===== config.mk =====
export PLATFORM = sky130hd
export DESIGN_NAME = mult_sa_nb
export DESIGN_NICKNAME = d
export VERILOG_FILES = /design/src/rtl/rca_nb.sv /design/src/rtl/mult_sa_nb.sv
export SDC_FILE = /design/constraint.sdc
export NUM_CORES = 1
export LEC_CHECK = 0
export CORE_MARGIN = 1.5
export CORE_UTILIZATION = 44
export CTS_CLUSTER_DIAMETER = 150
export DETAILED_ROUTE_END_ITERATION = 6
export MAX_ROUTING_LAYER = met4
export PLACE_DENSITY = 0.71
export SETUP_SLACK_MARGIN = 0.3
export SLEW_MARGIN = 5
export SYNTH_ARGS = -nofsm -noshare
export SYNTH_HDL_FRONTEND = slang
export SYNTH_SLANG_ARGS = --single-unit

===== constraint.sdc =====
create_clock -name clk -period 4.13 [get_ports clk]
set_input_delay 0.826 -clock clk [delete_from_list [all_inputs] [get_ports clk]]
set_output_delay 0.826 -clock clk [all_outputs]
set_load 0.01 [all_outputs]

===== src/rtl/rca_nb.sv =====
// rtl/rca_nb.sv - n-bit ripple-carry adder
// Chain of full adders; the carry ripples from bit 0 to bit n-1.
module rca_nb #(
  parameter int n = 8
) (
  input  logic [n-1:0] a,
  input  logic [n-1:0] b,
  input  logic         cin,
  output logic [n-1:0] sum,
  output logic         co
);

  logic [n:0] c;

  assign c[0] = cin;

  for (genvar i = 0; i < n; i++) begin : g_fa
    assign sum[i]  = a[i] ^ b[i] ^ c[i];
    assign c[i+1]  = (a[i] & b[i]) | (c[i] & (a[i] ^ b[i]));
  end

  assign co = c[n];

endmodule


===== src/rtl/mult_sa_nb.sv =====
// rtl/mult_sa_nb.sv - unsigned n x n shift-and-add multiplier
// Retires one multiplier bit per clock through a single rca_nb.
module mult_sa_nb #(
  parameter int n = 8
) (
  input  logic           clk,
  input  logic           rst,
  input  logic           start,
  input  logic [n-1:0]   a,
  input  logic [n-1:0]   b,
  output logic           busy,
  output logic           done,
  output logic [2*n-1:0] prod
);

  localparam int cw = $clog2(n) + 1;
  localparam logic [cw-1:0] last = cw'(n - 1);

  typedef enum logic [1:0] {
    s_idle,
    s_run,
    s_fin
  } state_t;

  state_t          state;
  logic [n-1:0]    mcand;
  logic [n-1:0]    hi;
  logic [n-1:0]    lo;
  logic [cw-1:0]   cnt;
  logic [n-1:0]    addend;
  logic [n-1:0]    sum;
  logic            co;
  logic [2*n-1:0]  next_p;

  assign addend = lo[0] ? mcand : '0;

  rca_nb #(.n(n)) u_add (
    .a   (hi),
    .b   (addend),
    .cin (1'b0),
    .sum (sum),
    .co  (co)
  );

  // Carry lands in the top bit so the running product never overflows.
  assign next_p = {co, sum, lo[n-1:1]};

  always_ff @(posedge clk) begin
    if (rst) begin
      state <= s_idle;
      mcand <= '0;
      hi    <= '0;
      lo    <= '0;
      cnt   <= '0;
      busy  <= 1'b0;
      done  <= 1'b0;
      prod  <= '0;
    end else begin
      case (state)
        s_idle: begin
          if (start) begin
            mcand <= a;
            lo    <= b;
            hi    <= '0;
            cnt   <= '0;
            busy  <= 1'b1;
            state <= s_run;
          end
        end
        s_run: begin
          {hi, lo} <= next_p;
          cnt      <= cnt + cw'(1);
          if (cnt == last) begin
            prod  <= next_p;
            busy  <= 1'b0;
            done  <= 1'b1;
            state <= s_fin;
          end
        end
        s_fin: begin
          done  <= 1'b0;
          state <= s_idle;
        end
        default: begin
          busy  <= 1'b0;
          done  <= 1'b0;
          state <= s_idle;
        end
      endcase
    end
  end

endmodule

==> results.md, run 1 <==
* Global placement routability congestion at 0.780
* Total congestion overflow at 0
* Total setup buffers inserted after CTS at 0
* Storage element area at 962 um^2
* Leak at between 0.8 and 0.9 nW
* ANT nets after route at 0
* Outcome: finished clean
* Ys flop type: dfxtp_1
* TritonCTS clock tree: built
* Worst EP arrival at 3.82 ns
* Final hold vios at 0
* Largest net degree at the start of global routing at 34
* Pwr per Cell Area at 341 nW/um^2
* Crit end category: flop
* Area of the multi-input gates at 1020 um^2
* Area contributors post-synth: dfxtp_1 (45%), fa_1 (6.6%), nand2_1 (5.7%), a311oi_2 (5.0%), a21oi_1 (4.5%)
* Hold Path End: mcand[0]$_SDFFE_PP0P_
* Row cnt at 25
* Post-synthesis sequential area ratio at 0.454
* Post-synth ARST share at 0
* CTS Buf Count at 5
* Syn Area/Cell at 9.88 um^2
* Total global-route track usage at 0.178
* Clock Skew at between 0.006 and 0.007 ns
* Final setup margin at 0.543 ns
* Initial antenna violation count at 0
* Power, Total at between 0.0008 and 0.0009 W
* Die W at 72.3 um
* Hold Crit Start: mcand[0]$_SDFFE_PP0P_
* Worst Reg-to-Reg Cells at 12
* CP max FO at 2
* # DRC at 0
* Max Fclk at ~0.28 GHz
* Crit Path Class: flop to flop
* Slew @ Worst Pin at 0.812 ns
* Initial Utilization at 0.454
* Hold path cells at 2
* Clock Tree Root: clkbuf_8
* IO Pins at 37
* Crit path time final at ~3.6 ns
* Final setup fails at 0
* Clk_lat worst skew at 0.29 ns
* Post-Syn Area at 2110 um^2
* Startpoint types: flop
* Worst relative slew slack at 0.459
* Share of the synthesized area in the top cell type at 0.454
* Yosys cell types at 39
* Synth warnings at 0
* RSZ-0062 raised after global routing: no
* Cell with the most instances after synthesis: dfxtp_1
* Die Height at 72.3 um
* Syn_nets at 242
* Nets at around 270
* Final Slew Violations at 0
* RR Endpoint: hi[6]$_SDFFE_PP0P_
* Drt wl/cell at about 14 um
* Port Buffers at 36
* Tcrit/Tclk final at 0.869
* Post-DP HPWL at about 2.8 mm
* Drt pass-1 iters at 4
* Via density at between 5 and 6
* FF+latch count, synth at 48
* Reg-to-reg slack, setup at 0.54 ns
* Share of cells above drive strength 1 at 0.134
* Number of synthesized flops with an enable pin at 0
* Total wire length at 4.24 mm
* Critical Path RT at roughly 4.4 ns
* Fill count at 428
* Max-Cap Viols at 0
* Worst-path clk slew at about 0.080 ns
* Hold Path Class: flop to flop
* Worst IR Drop VDD at between 0.15 and 0.2 mV
* Clock sink count at 48
* Setup TNS at 0 ns
* Total core area at 4660 um^2
* Htree depth at 2
* Number of global-route vias before repair at 1547
* R2R Path Start: lo[0]$_SDFFE_PP0P_
* Die area at 5230 um^2
* Dominant cell type by area after synthesis: dfxtp_1
* Setup WS pre-CTS at 0.294 ns
* Layout Area Growth over Synthesis at 20.6%
* Post-synth top cells: dfxtp_1 (48), nand2_1 (32), a21oi_1 (19), nor2_1 (12), nand3_1 (10)
* First-pass GRT wire length at 7.04 mm
* Clock Tree Buf Depth at 2
* Cells after Synth at 214
* Antenna diodes at 0
* Initial DRC count at 80
* Routed via count at about 1600
==> stage by stage <==
stage | util | area, um^2 | hold slack (ns) | instances
after floorplan | - | 2120 | 0.432 | 214
after global placement | 0.525 | 2450 | 0.442 | 292
after detailed placement | 0.525 | 2450 | 0.447 | 292
after CTS | 0.545 | 2540 | 0.458 | 300
after global routing | 0.547 | 2550 | 0.481 | 300
final | 0.547 | 2550 | 0.460 | 300
==> layer usage <==
layer  vias to the layer above  GRT usage  share of wire  routed length (um)
met3                         6     0.0306          0.024                 101
met4                         0     0.0692          0.017                  72
met1                       760      0.218           0.49                2070
met5                         -          -              0                   0
li1                        792          -              -                   -
met2                        24      0.294           0.47                2000
==> where the power goes <==
part | switching [W] | internal, W | leakage (nW) | total (W)
registers | 0.0000120 | 0.000478 | 0.391 | 0.000490
logic | 0.0000541 | 0.0000417 | 0.429 | 0.0000958
clock network | 0.000146 | 0.000137 | 0.0455 | 0.000283
==> cell families after synthesis <==
group | after synthesis | synth area share
AO/OA/AOI/OAI | 50 | 0.193
buffers and inverters | 23 | 0.0686
AND/OR/NAND/NOR | 84 | 0.205
flip-flops | 48 | 0.454
adder cells (fa/ha/maj) | 9 | 0.0781
==> registers in the layout (all words and copies together) (netlist names) <==
register and cells:
prod 16, cnt 4, hi 8, lo 8, mcand 8, busy 1
done 1, state 2
==> how the worst max path moves through the flow <==
| stage | slack (ns) | from | cells after the start | end |
|---|---|---|---|---|
| finish | 0.54 | lo[0]$_SDFFE_PP0P_ | 12 | hi[6]$_SDFFE_PP0P_ |
| global route | 0.34 | mcand[0]$_SDFFE_PP0P_ | 12 | hi[6]$_SDFFE_PP0P_ |
| global placement | 0.39 | lo[0]$_SDFFE_PP0P_ | 12 | hi[6]$_SDFFE_PP0P_ |
| detailed placement | 0.29 | lo[0]$_SDFFE_PP0P_ | 12 | hi[6]$_SDFFE_PP0P_ |
| floorplan | 0.30 | lo[0]$_SDFFE_PP0P_ | 13 | hi[6]$_SDFFE_PP0P_ |
| CTS | 0.33 | lo[0]$_SDFFE_PP0P_ | 12 | hi[6]$_SDFFE_PP0P_ |
==> repair_timing <==
item,in CTS,in global routing
gates resized for setup,1,5
hold buffers,0,0
setup endpoints to repair,1,2
==> final cells by class <==
type	count	area share
Clock buffer	8	0.0353
Timing Repair Buffer	38	0.147
Tap cell	54	0.0265
Sequential cell	48	0.377
Inverter	9	0.0132
Multi-Input combinational cell	143	0.400
==> worst max-delay path, cell delays in order (launching register included) <==
cell     delay (ns)
dfxtp_2        0.33
and2_1         0.12
ha_1           0.13
inv_1          0.05
fa_1           0.39
fa_2           0.36
fa_2           0.34
fa_2           0.34
fa_2           0.34
fa_2           0.34
fa_1           0.45
or2b_1         0.23
a21oi_1        0.11
==> cells in the final DEF, fill, tap and decap left out, types with 2 or more instances in the layout <==
cell | synthesis | routed
clkbuf_8 | 0 | 6
nand2_1 | 32 | 32
buf_4 | 4 | 2
or2b_1 | 2 | 2
fa_2 | 0 | 5
dfxtp_1 | 48 | 47
nand2b_1 | 9 | 9
o21a_1 | 2 | 2
nand3_1 | 10 | 10
fa_1 | 7 | 2
clkbuf_1 | 3 | 2
nor3_1 | 3 | 3
clkdlybuf4s50_1 | 0 | 36
o2bb2ai_1 | 8 | 8
nor2_1 | 12 | 12
a22o_1 | 8 | 8
inv_1 | 8 | 8
a21oi_1 | 19 | 19
nand2_2 | 6 | 6
ha_1 | 2 | 2
a311oi_2 | 7 | 7
Note: power is estimated with default switching activity, not from simulation.
==> inputs of run 2 (changes only) <==
CAP_MARGIN = 20   (was default)
==> results of run 2 <==
Final layout, timing and power as in run 1 (identical DEF).
==> inputs of run 3 (changes only) <==
SETUP_SLACK_MARGIN = 0.15   (was 0.3)
==> run 3 against run 2 <==
Via count is 0.70% higher. Cell count stayed put. Maximum frequency is 4.9% lower. Worst setup slack worse by 0.18 ns. Power is 0.89% higher. Design area is 0.44% lower. Utilization is 0.24 points lower. Largest power group unchanged.
==> results.md, run 3 (synthesized netlist as in run 1, its figures left out) <==
* TritonCTS clock tree: built
* Drt wl/cell at 14.3 um (+1.3%)
* Setup TNS at 0 ns (unchanged)
* Max-Cap Viols at 0 (unchanged)
* Die area at 5230 um^2 (unchanged)
* Outcome: finished clean
* R2R Path Start: lo[0]$_SDFFE_PP0P_
* CTS Buf Count at 5 (unchanged)
* Startpoint types: flop
* Tcrit/Tclk final at 0.913 (+0.0445)
* Final hold vios at 0 (unchanged)
* Routed via count at 1593 (+0.70%)
* Total congestion overflow at 0 (unchanged)
* Worst EP arrival at 4.01 ns (+0.19 ns)
* Total setup buffers inserted after CTS at 0 (unchanged)
* First-pass GRT wire length at 7.44 mm (+5.7%)
* NetSw at 0.000220 W (+3.8%)
* Final setup fails at 0 (unchanged)
* Clock Tree Root: clkbuf_8
* ANT nets after route at 0 (unchanged)
* Clock sink count at 48 (unchanged)
* Antenna diodes at 0 (unchanged)
* Global placement routability congestion at 0.764 (-2.0%)
* Drt pass-1 iters at 4 (unchanged)
* Hold Path Class: flop to flop
* Total global-route track usage at 0.191 (+0.0133)
* Largest Register: prod
* Port Buffers at 36 (unchanged)
* Layout Area Growth over Synthesis at 20.1%
* Htree depth at 2 (unchanged)
* Initial Utilization at 0.454 (unchanged)
* Crit path capture: hi[6]$_SDFFE_PP0P_
* Crit end category: flop
* RR Endpoint: hi[6]$_SDFFE_PP0P_
* Max Fclk at 0.265 GHz (-4.9%)
* Initial DRC count at 148 (+85%)
* Post-DP HPWL at 2.84 mm (+0.30%)
* Worst-path clk slew at 0.08 ns (about the same)
* Clk_lat worst skew at 0.30 ns (about the same)
* Largest net degree at the start of global routing at 34 (unchanged)
* Die Height at 72.3 um (unchanged)
* Crit path time final at 3.77 ns (+0.184 ns)
* Worst relative slew slack at 0.439 (-0.0196)
* Worst Reg-to-Reg Cells at 12 (unchanged)
* CP max FO at 2 (unchanged)
* Final Slew Violations at 0 (unchanged)
* Number of global-route vias before repair at 1554 (+0.45%)
* Total wire length at 4.30 mm (+1.3%)
* Power, Total at 0.000877 W (+0.89%)
* Leak at 0.860 nW (-0.60%)
* Die W at 72.3 um (unchanged)
* Reg power frac at 0.559 (-0.005)
* # DRC at 0 (unchanged)
* Dpl cells at 292 (unchanged)
* Critical Path RT at 4.37 ns (about the same)
* Clock Tree Buf Depth at 2 (unchanged)
* Clock share of power at 0.332 (+0.007)
* Sw frac at 0.251 (+0.00697)
* Crit Path Class: flop to flop
* Critical path origin: lo[0]$_SDFFE_PP0P_
* Internal Power at 0.000657 W (about the same)
* Final Non-Filler Cells at 300 (unchanged)
* Commonest non-fill, non-tap cell in the layout: dfxtp_1
* RSZ-0062 raised after global routing: no
* Share of cells above drive strength 1 at 0.114 (-0.0203)
* Slew @ Worst Pin at 0.841 ns (+0.0294 ns)
* IO Pins at 37 (unchanged)
* Nets at 273 (unchanged)
* Row cnt at 25 (unchanged)
* Via density at 5.31 (+0.70%)
* Largest register FFs at 16 (unchanged)
* Combinational Power Share at 0.109 (about the same)
* Initial antenna violation count at 0 (unchanged)
* Worst IR Drop VDD at 0.154 mV (-14%)
* Clock Skew at 0.00311 ns (-0.00365 ns)
* Total core area at 4660 um^2 (unchanged)
* Pwr per Cell Area at 345 nW/um^2 (+1.3%)
* Most frequent cells in the layout: dfxtp_1 (48), clkdlybuf4s50_1 (36), nand2_1 (32)
* Reg-to-reg slack, setup at 0.36 ns (-0.18 ns)
-- run 3: critical path: stages, from the launching register on --
cell	delay, ns
dfxtp_1	0.33
and2_1	0.12
ha_1	0.14
inv_1	0.05
fa_1	0.37
fa_1	0.40
fa_1	0.39
fa_1	0.39
fa_2	0.35
fa_1	0.38
fa_1	0.46
or2b_1	0.23
a21oi_1	0.11
-- run 3: how the worst min path moves through the flow --
stage,from,endpoint,slack [ns],cells past startpoint
2_1_floorplan,mcand[0]$_SDFFE_PP0P_,mcand[0]$_SDFFE_PP0P_,0.43,2
3_3_place_gp,mcand[0]$_SDFFE_PP0P_,mcand[0]$_SDFFE_PP0P_,0.44,2
3_5_place_dp,prod[10]$_SDFFE_PP0P_,prod[10]$_SDFFE_PP0P_,0.45,1
4_1_cts,mcand[0]$_SDFFE_PP0P_,mcand[0]$_SDFFE_PP0P_,0.46,2
5_1_grt,mcand[0]$_SDFFE_PP0P_,mcand[0]$_SDFFE_PP0P_,0.47,2
6_report,mcand[0]$_SDFFE_PP0P_,mcand[0]$_SDFFE_PP0P_,0.46,2
-- run 3: power by group through the flow --
stage	logic, W	clock network [W]	registers [W]
after floorplan	0.0000738	0	0.000499
after global placement	0.0000949	0	0.000501
after detailed placement	0.0000955	0	0.000502
after CTS	0.0000958	0.000299	0.000491
after global routing	0.000106	0.000313	0.000493
final	0.0000952	0.000291	0.000490
-- run 3: metrics by stage --
step                utilization  area, um^2  hold WS, ns  worst slack [ns]
floorplan                     -        2110        0.432             0.197
global placement          0.525        2450        0.441             0.392
detailed placement        0.525        2450        0.449             0.305
CTS                       0.544        2540        0.463             0.306
global route              0.545        2540        0.474             0.166
finish                    0.545        2540        0.460             0.359
-- run 3: area by class of cell --
| type | count | area (um^2) |
|---|---|---|
| sequential | 48 | 961 |
| clock buffer | 8 | 90.1 |
| fill | 433 | 2120 |
| tap | 54 | 67.6 |
| inverter | 9 | 33.8 |
| multi-input combinational | 143 | 1010 |
| timing repair buffer | 38 | 375 |
-- run 3: layer usage --
metal  part of all wire  routed length (um)  track usage
met1               0.48                2080        0.251
met2               0.47                2000        0.288
met3              0.033                 141       0.0431
met4              0.017                  75       0.0755
met5                  0                   0            -
-- run 3: repair_timing --
action | in CTS | in global routing
endpoints found under the setup margin | 0 | 1
resized for setup | 0 | 1
hold buffers | 0 | 0
